[src/rtl/rf_frontend_pkg.sv]
// Shared constants and helpers for the RF frontend datapath blocks.
package rf_frontend_pkg;

  // Rounding modes for the post-sum shift.
  localparam int unsigned ROUND_TRUNC   = 0;
  localparam int unsigned ROUND_HALF_UP = 1;

  // Width of a sum or difference of two full-precision DW x DW products.
  function automatic int unsigned sum_width(input int unsigned data_width);
    return 2 * data_width + 1;
  endfunction

endpackage

[src/rtl/complex_mult_pipe_if.sv]
// Streaming bus of the complex multiplier: input side, output side and overflow status.
interface complex_mult_pipe_if #(
  parameter int unsigned DATA_WIDTH   = 16,
  parameter int unsigned OUTPUT_WIDTH = 18,
  parameter int unsigned TAG_WIDTH    = 2
);

  logic                           in_valid;
  logic                           in_ready;
  logic                           in_conj;
  logic [TAG_WIDTH-1:0]           in_tag;
  logic signed [DATA_WIDTH-1:0]   a_real;
  logic signed [DATA_WIDTH-1:0]   a_imag;
  logic signed [DATA_WIDTH-1:0]   b_real;
  logic signed [DATA_WIDTH-1:0]   b_imag;
  logic                           out_valid;
  logic                           out_ready;
  logic [TAG_WIDTH-1:0]           out_tag;
  logic signed [OUTPUT_WIDTH-1:0] result_real;
  logic signed [OUTPUT_WIDTH-1:0] result_imag;
  logic                           out_ovf;
  logic                           ovf_sticky;
  logic                           ovf_clr;

  // Producer/consumer side (drives samples, accepts results).
  modport master (
    output in_valid, in_conj, in_tag, a_real, a_imag, b_real, b_imag, out_ready, ovf_clr,
    input  in_ready, out_valid, out_tag, result_real, result_imag, out_ovf, ovf_sticky
  );

  // Multiplier side.
  modport slave (
    input  in_valid, in_conj, in_tag, a_real, a_imag, b_real, b_imag, out_ready, ovf_clr,
    output in_ready, out_valid, out_tag, result_real, result_imag, out_ovf, ovf_sticky
  );

endinterface

[src/rtl/cmult_round_sat.sv]
// Combinational round, arithmetic shift and saturate/wrap of one result component.
module cmult_round_sat
  import rf_frontend_pkg::*;
#(
  parameter int unsigned SUM_WIDTH    = 33,
  parameter int unsigned OUTPUT_WIDTH = 18,
  parameter int unsigned SHIFT        = 15,
  parameter int unsigned ROUND_MODE   = ROUND_HALF_UP,
  parameter int unsigned SATURATE     = 1
) (
  input  logic signed [SUM_WIDTH-1:0]    sum_i,
  output logic signed [OUTPUT_WIDTH-1:0] res_o,
  output logic                           ovf_o
);

  // Two guard bits: one for the rounding add, one so the range limits are representable.
  localparam int unsigned WorkW  = ((SUM_WIDTH > OUTPUT_WIDTH) ? SUM_WIDTH : OUTPUT_WIDTH) + 2;
  localparam int unsigned RndPos = (SHIFT > 0) ? SHIFT - 1 : 0;

  localparam logic [WorkW-1:0]        One      = WorkW'(1);
  localparam logic [WorkW-1:0]        MaxU     = (One << (OUTPUT_WIDTH - 1)) - One;
  localparam logic signed [WorkW-1:0] SatMax   = $signed(MaxU);
  localparam logic signed [WorkW-1:0] SatMin   = $signed(~MaxU);
  localparam logic signed [WorkW-1:0] RoundInc =
      (ROUND_MODE == ROUND_HALF_UP && SHIFT > 0) ? $signed(One << RndPos) : '0;

  logic signed [WorkW-1:0] ext;
  logic signed [WorkW-1:0] rounded;
  logic signed [WorkW-1:0] shifted;

  // Round, shift, then clamp or drop MSBs depending on SATURATE.
  always_comb begin
    ext     = {{(WorkW - SUM_WIDTH){sum_i[SUM_WIDTH-1]}}, sum_i};
    rounded = ext + RoundInc;
    shifted = rounded >>> SHIFT;
    ovf_o   = (shifted > SatMax) || (shifted < SatMin);
    res_o   = shifted[OUTPUT_WIDTH-1:0];
    if (SATURATE != 0 && ovf_o) begin
      res_o = shifted[WorkW-1] ? SatMin[OUTPUT_WIDTH-1:0] : SatMax[OUTPUT_WIDTH-1:0];
    end
  end

endmodule

[src/rtl/complex_mult_pipe.sv]
// Four-stage streaming signed complex multiplier with valid/ready backpressure,
// optional conjugate of b, rounding, saturation, tag passthrough and overflow flags.
module complex_mult_pipe
  import rf_frontend_pkg::*;
#(
  parameter int unsigned DATA_WIDTH   = 16,
  parameter int unsigned OUTPUT_WIDTH = 18,
  parameter int unsigned SHIFT        = 15,
  parameter int unsigned ROUND_MODE   = ROUND_HALF_UP,
  parameter int unsigned SATURATE     = 1,
  parameter int unsigned TAG_WIDTH    = 2
) (
  input logic                clk,
  input logic                rst,
  complex_mult_pipe_if.slave bus_if
);

  localparam int unsigned ProdW = 2 * DATA_WIDTH;
  localparam int unsigned SumW  = sum_width(DATA_WIDTH);

  // Stage 1: operands
  logic                         v1_q, conj1_q;
  logic [TAG_WIDTH-1:0]         tag1_q;
  logic signed [DATA_WIDTH-1:0] ar1_q, ai1_q, br1_q, bi1_q;
  // Stage 2: products
  logic                         v2_q, conj2_q;
  logic [TAG_WIDTH-1:0]         tag2_q;
  logic signed [ProdW-1:0]      rr_q, ii_q, ri_q, ir_q;
  logic signed [ProdW-1:0]      rr_d, ii_d, ri_d, ir_d;
  logic signed [ProdW-1:0]      ar_x, ai_x, br_x, bi_x;
  // Stage 3: sums
  logic                         v3_q;
  logic [TAG_WIDTH-1:0]         tag3_q;
  logic signed [SumW-1:0]       re3_q, im3_q, re3_d, im3_d;
  logic signed [SumW-1:0]       rr_s, ii_s, ri_s, ir_s;
  // Stage 4: outputs
  logic                           out_valid_q, out_ovf_q, ovf_sticky_q;
  logic [TAG_WIDTH-1:0]           out_tag_q;
  logic signed [OUTPUT_WIDTH-1:0] res_re_q, res_im_q;
  logic signed [OUTPUT_WIDTH-1:0] re_rs, im_rs;
  logic                           re_ovf, im_ovf;

  logic stall, en;

  // A held result freezes the whole pipeline; bubbles are kept in place.
  assign stall = out_valid_q & ~bus_if.out_ready;
  assign en    = ~stall;

  assign bus_if.in_ready    = en;
  assign bus_if.out_valid   = out_valid_q;
  assign bus_if.out_tag     = out_tag_q;
  assign bus_if.result_real = res_re_q;
  assign bus_if.result_imag = res_im_q;
  assign bus_if.out_ovf     = out_ovf_q;
  assign bus_if.ovf_sticky  = ovf_sticky_q;

  // S1: capture the accepted sample.
  always_ff @(posedge clk or posedge rst) begin
    if (rst) begin
      v1_q    <= 1'b0;
      conj1_q <= 1'b0;
      tag1_q  <= '0;
      ar1_q   <= '0;
      ai1_q   <= '0;
      br1_q   <= '0;
      bi1_q   <= '0;
    end else if (en) begin
      v1_q <= bus_if.in_valid;
      if (bus_if.in_valid) begin
        conj1_q <= bus_if.in_conj;
        tag1_q  <= bus_if.in_tag;
        ar1_q   <= bus_if.a_real;
        ai1_q   <= bus_if.a_imag;
        br1_q   <= bus_if.b_real;
        bi1_q   <= bus_if.b_imag;
      end
    end
  end

  // S2 products at full width; sign-extend first so the (-2^(DW-1))^2 case cannot wrap.
  always_comb begin
    ar_x = {{DATA_WIDTH{ar1_q[DATA_WIDTH-1]}}, ar1_q};
    ai_x = {{DATA_WIDTH{ai1_q[DATA_WIDTH-1]}}, ai1_q};
    br_x = {{DATA_WIDTH{br1_q[DATA_WIDTH-1]}}, br1_q};
    bi_x = {{DATA_WIDTH{bi1_q[DATA_WIDTH-1]}}, bi1_q};
    rr_d = ar_x * br_x;
    ii_d = ai_x * bi_x;
    ri_d = ar_x * bi_x;
    ir_d = ai_x * br_x;
  end

  // S2 control: valid, conj and tag follow the products.
  always_ff @(posedge clk or posedge rst) begin
    if (rst) begin
      v2_q    <= 1'b0;
      conj2_q <= 1'b0;
      tag2_q  <= '0;
    end else if (en) begin
      v2_q <= v1_q;
      if (v1_q) begin
        conj2_q <= conj1_q;
        tag2_q  <= tag1_q;
      end
    end
  end

  // S2 product registers left without reset so they pack into DSP output registers.
  always_ff @(posedge clk) begin
    if (en && v1_q) begin
      rr_q <= rr_d;
      ii_q <= ii_d;
      ri_q <= ri_d;
      ir_q <= ir_d;
    end
  end

  // S3 sums; conj flips the sign of b_imag, i.e. of the ii and ri terms.
  always_comb begin
    rr_s = {rr_q[ProdW-1], rr_q};
    ii_s = {ii_q[ProdW-1], ii_q};
    ri_s = {ri_q[ProdW-1], ri_q};
    ir_s = {ir_q[ProdW-1], ir_q};
    if (conj2_q) begin
      re3_d = rr_s + ii_s;
      im3_d = ir_s - ri_s;
    end else begin
      re3_d = rr_s - ii_s;
      im3_d = ri_s + ir_s;
    end
  end

  // S3 register.
  always_ff @(posedge clk or posedge rst) begin
    if (rst) begin
      v3_q   <= 1'b0;
      tag3_q <= '0;
      re3_q  <= '0;
      im3_q  <= '0;
    end else if (en) begin
      v3_q <= v2_q;
      if (v2_q) begin
        tag3_q <= tag2_q;
        re3_q  <= re3_d;
        im3_q  <= im3_d;
      end
    end
  end

  cmult_round_sat #(
    .SUM_WIDTH   (SumW),
    .OUTPUT_WIDTH(OUTPUT_WIDTH),
    .SHIFT       (SHIFT),
    .ROUND_MODE  (ROUND_MODE),
    .SATURATE    (SATURATE)
  ) u_rs_re (
    .sum_i(re3_q),
    .res_o(re_rs),
    .ovf_o(re_ovf)
  );

  cmult_round_sat #(
    .SUM_WIDTH   (SumW),
    .OUTPUT_WIDTH(OUTPUT_WIDTH),
    .SHIFT       (SHIFT),
    .ROUND_MODE  (ROUND_MODE),
    .SATURATE    (SATURATE)
  ) u_rs_im (
    .sum_i(im3_q),
    .res_o(im_rs),
    .ovf_o(im_ovf)
  );

  // S4 output register; data only moves on a valid sample so the last result is held.
  always_ff @(posedge clk or posedge rst) begin
    if (rst) begin
      out_valid_q <= 1'b0;
      out_tag_q   <= '0;
      res_re_q    <= '0;
      res_im_q    <= '0;
      out_ovf_q   <= 1'b0;
    end else if (en) begin
      out_valid_q <= v3_q;
      if (v3_q) begin
        out_tag_q <= tag3_q;
        res_re_q  <= re_rs;
        res_im_q  <= im_rs;
        out_ovf_q <= re_ovf | im_ovf;
      end else begin
        out_ovf_q <= 1'b0;
      end
    end
  end

  // Sticky overflow: a setting transfer beats a simultaneous clear.
  always_ff @(posedge clk or posedge rst) begin
    if (rst) begin
      ovf_sticky_q <= 1'b0;
    end else if (out_valid_q && bus_if.out_ready && out_ovf_q) begin
      ovf_sticky_q <= 1'b1;
    end else if (bus_if.ovf_clr) begin
      ovf_sticky_q <= 1'b0;
    end
  end

endmodule
[src/flat_wrapper.sv]
// flat-port wrapper written by rule: the top's interface ports become plain ports
module complex_mult_pipe_flat import rf_frontend_pkg::*;
#(
  parameter int unsigned DATA_WIDTH   = 16,
  parameter int unsigned OUTPUT_WIDTH = 18,
  parameter int unsigned SHIFT        = 15,
  parameter int unsigned ROUND_MODE   = ROUND_HALF_UP,
  parameter int unsigned SATURATE     = 1,
  parameter int unsigned TAG_WIDTH    = 2
)
  (clk, rst, bus_if_in_valid, bus_if_in_conj, bus_if_in_tag, bus_if_a_real, bus_if_a_imag, bus_if_b_real, bus_if_b_imag, bus_if_out_ready, bus_if_ovf_clr, bus_if_in_ready, bus_if_out_valid, bus_if_out_tag, bus_if_result_real, bus_if_result_imag, bus_if_out_ovf, bus_if_ovf_sticky);
  complex_mult_pipe_if #(.DATA_WIDTH(DATA_WIDTH), .OUTPUT_WIDTH(OUTPUT_WIDTH), .TAG_WIDTH(TAG_WIDTH)) bus_if_i ();
  input logic clk;
  input logic rst;
  input wire logic [$bits(bus_if_i.in_valid)-1:0] bus_if_in_valid;
  input wire logic [$bits(bus_if_i.in_conj)-1:0] bus_if_in_conj;
  input wire logic [$bits(bus_if_i.in_tag)-1:0] bus_if_in_tag;
  input wire logic [$bits(bus_if_i.a_real)-1:0] bus_if_a_real;
  input wire logic [$bits(bus_if_i.a_imag)-1:0] bus_if_a_imag;
  input wire logic [$bits(bus_if_i.b_real)-1:0] bus_if_b_real;
  input wire logic [$bits(bus_if_i.b_imag)-1:0] bus_if_b_imag;
  input wire logic [$bits(bus_if_i.out_ready)-1:0] bus_if_out_ready;
  input wire logic [$bits(bus_if_i.ovf_clr)-1:0] bus_if_ovf_clr;
  output wire logic [$bits(bus_if_i.in_ready)-1:0] bus_if_in_ready;
  output wire logic [$bits(bus_if_i.out_valid)-1:0] bus_if_out_valid;
  output wire logic [$bits(bus_if_i.out_tag)-1:0] bus_if_out_tag;
  output wire logic [$bits(bus_if_i.result_real)-1:0] bus_if_result_real;
  output wire logic [$bits(bus_if_i.result_imag)-1:0] bus_if_result_imag;
  output wire logic [$bits(bus_if_i.out_ovf)-1:0] bus_if_out_ovf;
  output wire logic [$bits(bus_if_i.ovf_sticky)-1:0] bus_if_ovf_sticky;
  assign bus_if_i.in_valid = bus_if_in_valid;
  assign bus_if_i.in_conj = bus_if_in_conj;
  assign bus_if_i.in_tag = bus_if_in_tag;
  assign bus_if_i.a_real = bus_if_a_real;
  assign bus_if_i.a_imag = bus_if_a_imag;
  assign bus_if_i.b_real = bus_if_b_real;
  assign bus_if_i.b_imag = bus_if_b_imag;
  assign bus_if_i.out_ready = bus_if_out_ready;
  assign bus_if_i.ovf_clr = bus_if_ovf_clr;
  assign bus_if_in_ready = bus_if_i.in_ready;
  assign bus_if_out_valid = bus_if_i.out_valid;
  assign bus_if_out_tag = bus_if_i.out_tag;
  assign bus_if_result_real = bus_if_i.result_real;
  assign bus_if_result_imag = bus_if_i.result_imag;
  assign bus_if_out_ovf = bus_if_i.out_ovf;
  assign bus_if_ovf_sticky = bus_if_i.ovf_sticky;
  complex_mult_pipe #(.DATA_WIDTH(DATA_WIDTH), .OUTPUT_WIDTH(OUTPUT_WIDTH), .SHIFT(SHIFT), .ROUND_MODE(ROUND_MODE), .SATURATE(SATURATE), .TAG_WIDTH(TAG_WIDTH)) u_core (.clk(clk), .rst(rst), .bus_if(bus_if_i));
endmodule
[config.mk]
export PLATFORM = sky130hd
export DESIGN_NAME = complex_mult_pipe_flat
export DESIGN_NICKNAME = d
export VERILOG_FILES = /design/src/rtl/rf_frontend_pkg.sv /design/src/rtl/complex_mult_pipe_if.sv /design/src/rtl/cmult_round_sat.sv /design/src/rtl/complex_mult_pipe.sv /design/src/flat_wrapper.sv
export SDC_FILE = /design/constraint.sdc
export NUM_CORES = 2
export LEC_CHECK = 0
export ABC_AREA = 1
export CORE_ASPECT_RATIO = 1.1
export CORE_MARGIN = 4
export CORE_UTILIZATION = 66
export DETAILED_ROUTE_END_ITERATION = 10
export HOLD_SLACK_MARGIN = 0.03
export PLACE_DENSITY_LB_ADDON = 0.08
export SYNTH_ARGS = -nofsm -noshare
export SYNTH_HDL_FRONTEND = slang
export SYNTH_SLANG_ARGS = --single-unit
[constraint.sdc]
create_clock -name clk -period 8.6 [get_ports clk]
set_input_delay 1.29 -clock clk [delete_from_list [all_inputs] [get_ports clk]]
set_output_delay 1.29 -clock clk [all_outputs]
set_load 0.005 [all_outputs]
==> impl_metrics.env <==
export IMPL_die_h_um=316
export IMPL_area_growth_pct=5.79
export IMPL_rsz0062_at_grt="false"
export IMPL_post_cts_buffers=0
export IMPL_period_share_pct=85.9
export IMPL_synth_cell_types=51
export IMPL_synthFlopType="dfrtp_1"
export IMPL_numCtsBuffers=37
export IMPL_cts_resized=0
export IMPL_finalHoldViolations=0
export IMPL_crit_required_ns=8.96
export IMPL_endpoint_kind="register"
export IMPL_grt_first_pass_wirelength_um=257000
export IMPL_wl_per_cell_um=19.3
export IMPL_drt_iter0_drc=3798
export IMPL_fp_dieArea_sq_um=91200
export IMPL_netlist_instances=7147
export IMPL_port_buffers=113
export IMPL_clk_insertion_delay_late_ns=0.60
export IMPL_cts_tree="yes"
export IMPL_nets=8605
export IMPL_seq_area_frac_synth_pct=13.5
export IMPL_setup_viol=0
export IMPL_drt_drc_violations_left=0
export IMPL_hold_path_class="reg2reg"
export IMPL_finClkSkew_ns=0.0245
export IMPL_worst_hold_slack_ns=0.482
export IMPL_io_pins=114
export IMPL_antenna_found_initial=0
export IMPL_arrival_ns=7.75
export IMPL_worstSetupPathType="reg2reg"
export IMPL_drv_cap=0
export IMPL_row_count=112
export IMPL_grt_max_degree=99
export IMPL_slew_viol_final=0
export IMPL_dieWidth_um=288
export IMPL_yosys_warnings=0
export IMPL_worst_hold_startpoint="u_core.tag2_q[0]$_DFFE_PP0P_"
export IMPL_coreArea_sq_um=85300
export IMPL_grt_pass1_vias=48585
export IMPL_critPathLaunch="u_core.br1_q[2]$_DFFE_PP0P_"
export IMPL_clockBufferDepth=3
export IMPL_worst_setup_path_start_kind="register"
export IMPL_start_util_pct=66.9
export IMPL_worst_pin_slew_ns=1.29
export IMPL_ys_ff_latch=282
export IMPL_ant_nets=0
export IMPL_tns_ns=0
export IMPL_period_needed_ns=7.39
export IMPL_layout_drive_gt1_share_pct=3.27
export IMPL_synth_async_reset_ratio_pct=54.6
export IMPL_vias=45851
export IMPL_path_clk_slew_ns=0.06
export IMPL_synth_nets=8661
export IMPL_hpwl_um=130000
export IMPL_routed_wl_um=159000
export IMPL_htree_levels=2
export IMPL_grt_overflow=0
export IMPL_max_slew_margin_pct=14.0
export IMPL_drt_first_pass_iters=6
export IMPL_grtUsageTotal_pct=36.3
export IMPL_num_antenna_cells=0
export IMPL_cts_sinks=282
export IMPL_cts_root_buf="clkbuf_16"
export IMPL_gp_congestion=0.993
export IMPL_postCtsHoldBufs=0
export IMPL_syn_area_sq_um=57100
export IMPL_status="finished clean"
export IMPL_synth_edf_count=128
export IMPL_max_freq_mhz=135
export IMPL_critical_path_max_fanout=21
export IMPL_reg2reg_from="u_core.br1_q[2]$_DFFE_PP0P_"
export IMPL_avgSynthCellArea_sq_um=7.98
export IMPL_viasPerCell=5.55
export IMPL_final_core_util_pct=70.7
-- logic make-up after synthesis --
| kind of cell | after synthesis | share of synthesized area [%] |
|---|---|---|
| AND/OR/NAND/NOR | 2394 | 16.9 |
| adder cells (fa/ha/maj) | 1442 | 45.4 |
| XOR/XNOR | 229 | 3.51 |
| multiplexers | 57 | 1.12 |
| flip-flops | 282 | 13.5 |
| buffers and inverters | 2226 | 14.7 |
| AO/OA/AOI/OAI | 517 | 4.94 |
-- path summary, 6_finish.rpt --
check | to | slack [ns] | cells after the start
worst max register to register | u_core.ir_q[27]$_DFFE_PP_ | 1.21 | 18
max in group asynchronous | u_core.bi1_q[0]$_DFFE_PP0P_ | 5.73 | 3
min in group asynchronous | u_core.v3_q$_DFFE_PP0N_ | 1.35 | 2
worst min-delay path | u_core.tag2_q[0]$_DFFE_PP0P_ | 0.48 | 2
worst max-delay path | u_core.ir_q[27]$_DFFE_PP_ | 1.21 | 18
worst min register to register | u_core.tag2_q[0]$_DFFE_PP0P_ | 0.48 | 2
-- state kept, by name (all words and copies together) (netlist names), 2 cells and up --
| name | flops |
|---|---|
| u_core.ai1_q | 16 |
| u_core.ar1_q | 16 |
| u_core.bi1_q | 16 |
| u_core.br1_q | 16 |
| u_core.bus_if.out_tag | 2 |
| u_core.bus_if.result_imag | 18 |
| u_core.bus_if.result_real | 18 |
| u_core.ii_q | 32 |
| u_core.im3_q | 19 |
| u_core.ir_q | 32 |
| u_core.re3_q | 19 |
| u_core.ri_q | 32 |
| u_core.rr_q | 32 |
| u_core.tag1_q | 2 |
| u_core.tag2_q | 2 |
| u_core.tag3_q | 2 |
-- Yosys cell counts (24+ instances only) --
master | n | area (sq um)
inv_1 | 1943 | 7290
nand2_1 | 1652 | 6200
fa_1 | 1048 | 21000
ha_1 | 394 | 4930
nor2_1 | 394 | 1480
clkbuf_1 | 247 | 927
a21oi_1 | 242 | 1210
nand3_1 | 191 | 956
o21ai_0 | 166 | 831
dfrtp_1 | 154 | 3850
xor2_1 | 139 | 1220
edfxtp_1 | 128 | 3840
xnor2_1 | 90 | 788
mux2_2 | 57 | 642
nor3_1 | 55 | 275
nand4_1 | 42 | 263
o21bai_1 | 24 | 180
-- worst max-delay path: stages (launching register included) --
cell     delay (ns)
dfrtp_1        0.73
buf_4          0.44
nand2_1        0.15
inv_1          0.12
fa_1           0.57
fa_1           0.85
fa_1           0.52
fa_1           0.52
fa_1           0.49
inv_1          0.05
fa_1           0.51
inv_1          0.06
ha_1           0.41
nand2_1        0.14
nor3_1         0.63
nand4_1        0.30
nand3_1        0.24
a21oi_1        0.10
xnor2_1        0.31
-- layer usage --
metal  share of wire (%)  track usage (%)  routed length (um)  up-vias
li1                    -                -                   -    20787
met1                  39             48.8               62900    22570
met2                  47             60.1               75300     2087
met3                 8.9             6.05               14100      407
met4                 4.3             13.4                6910        0
met5                   0                0                   0        -
-- cells in the final DEF, fill, tap and decap left out, types with 57 or more instances in the layout --
master,n
a21oi_1,242
buf_4,65
clkdlybuf4s50_1,113
dfrtp_1,142
edfxtp_1,128
fa_1,1048
ha_1,394
inv_1,1942
mux2_2,57
nand2_1,1651
nand3_1,191
nor2_1,391
o21ai_0,166
xnor2_1,90
xor2_1,139
-- per-stage QoR --
step           std cells  area (sq um)  setup WS (ns)
3_5_place_dp        8192         59100           1.53
6_report            8260         60400           1.21
5_1_grt             8260         60400           1.04
2_1_floorplan       7147         57100          0.983
3_3_place_gp        8192         59100           1.51
4_1_cts             8260         60400           1.47
-- cell type report --
class                      instances  area (sq um)
clock buffer                      51          1070
clock inverter                    17           180
fill                            7000         25000
inverter                        1953          7340
multi-input combinational       4639         41000
sequential                       282          7710
tap                             1140          1430
timing repair buffer             178          1620
Power is left out: the tool's default activity adds up to more than one toggle a clock period on the data nets, which glitch-free logic cannot reach.
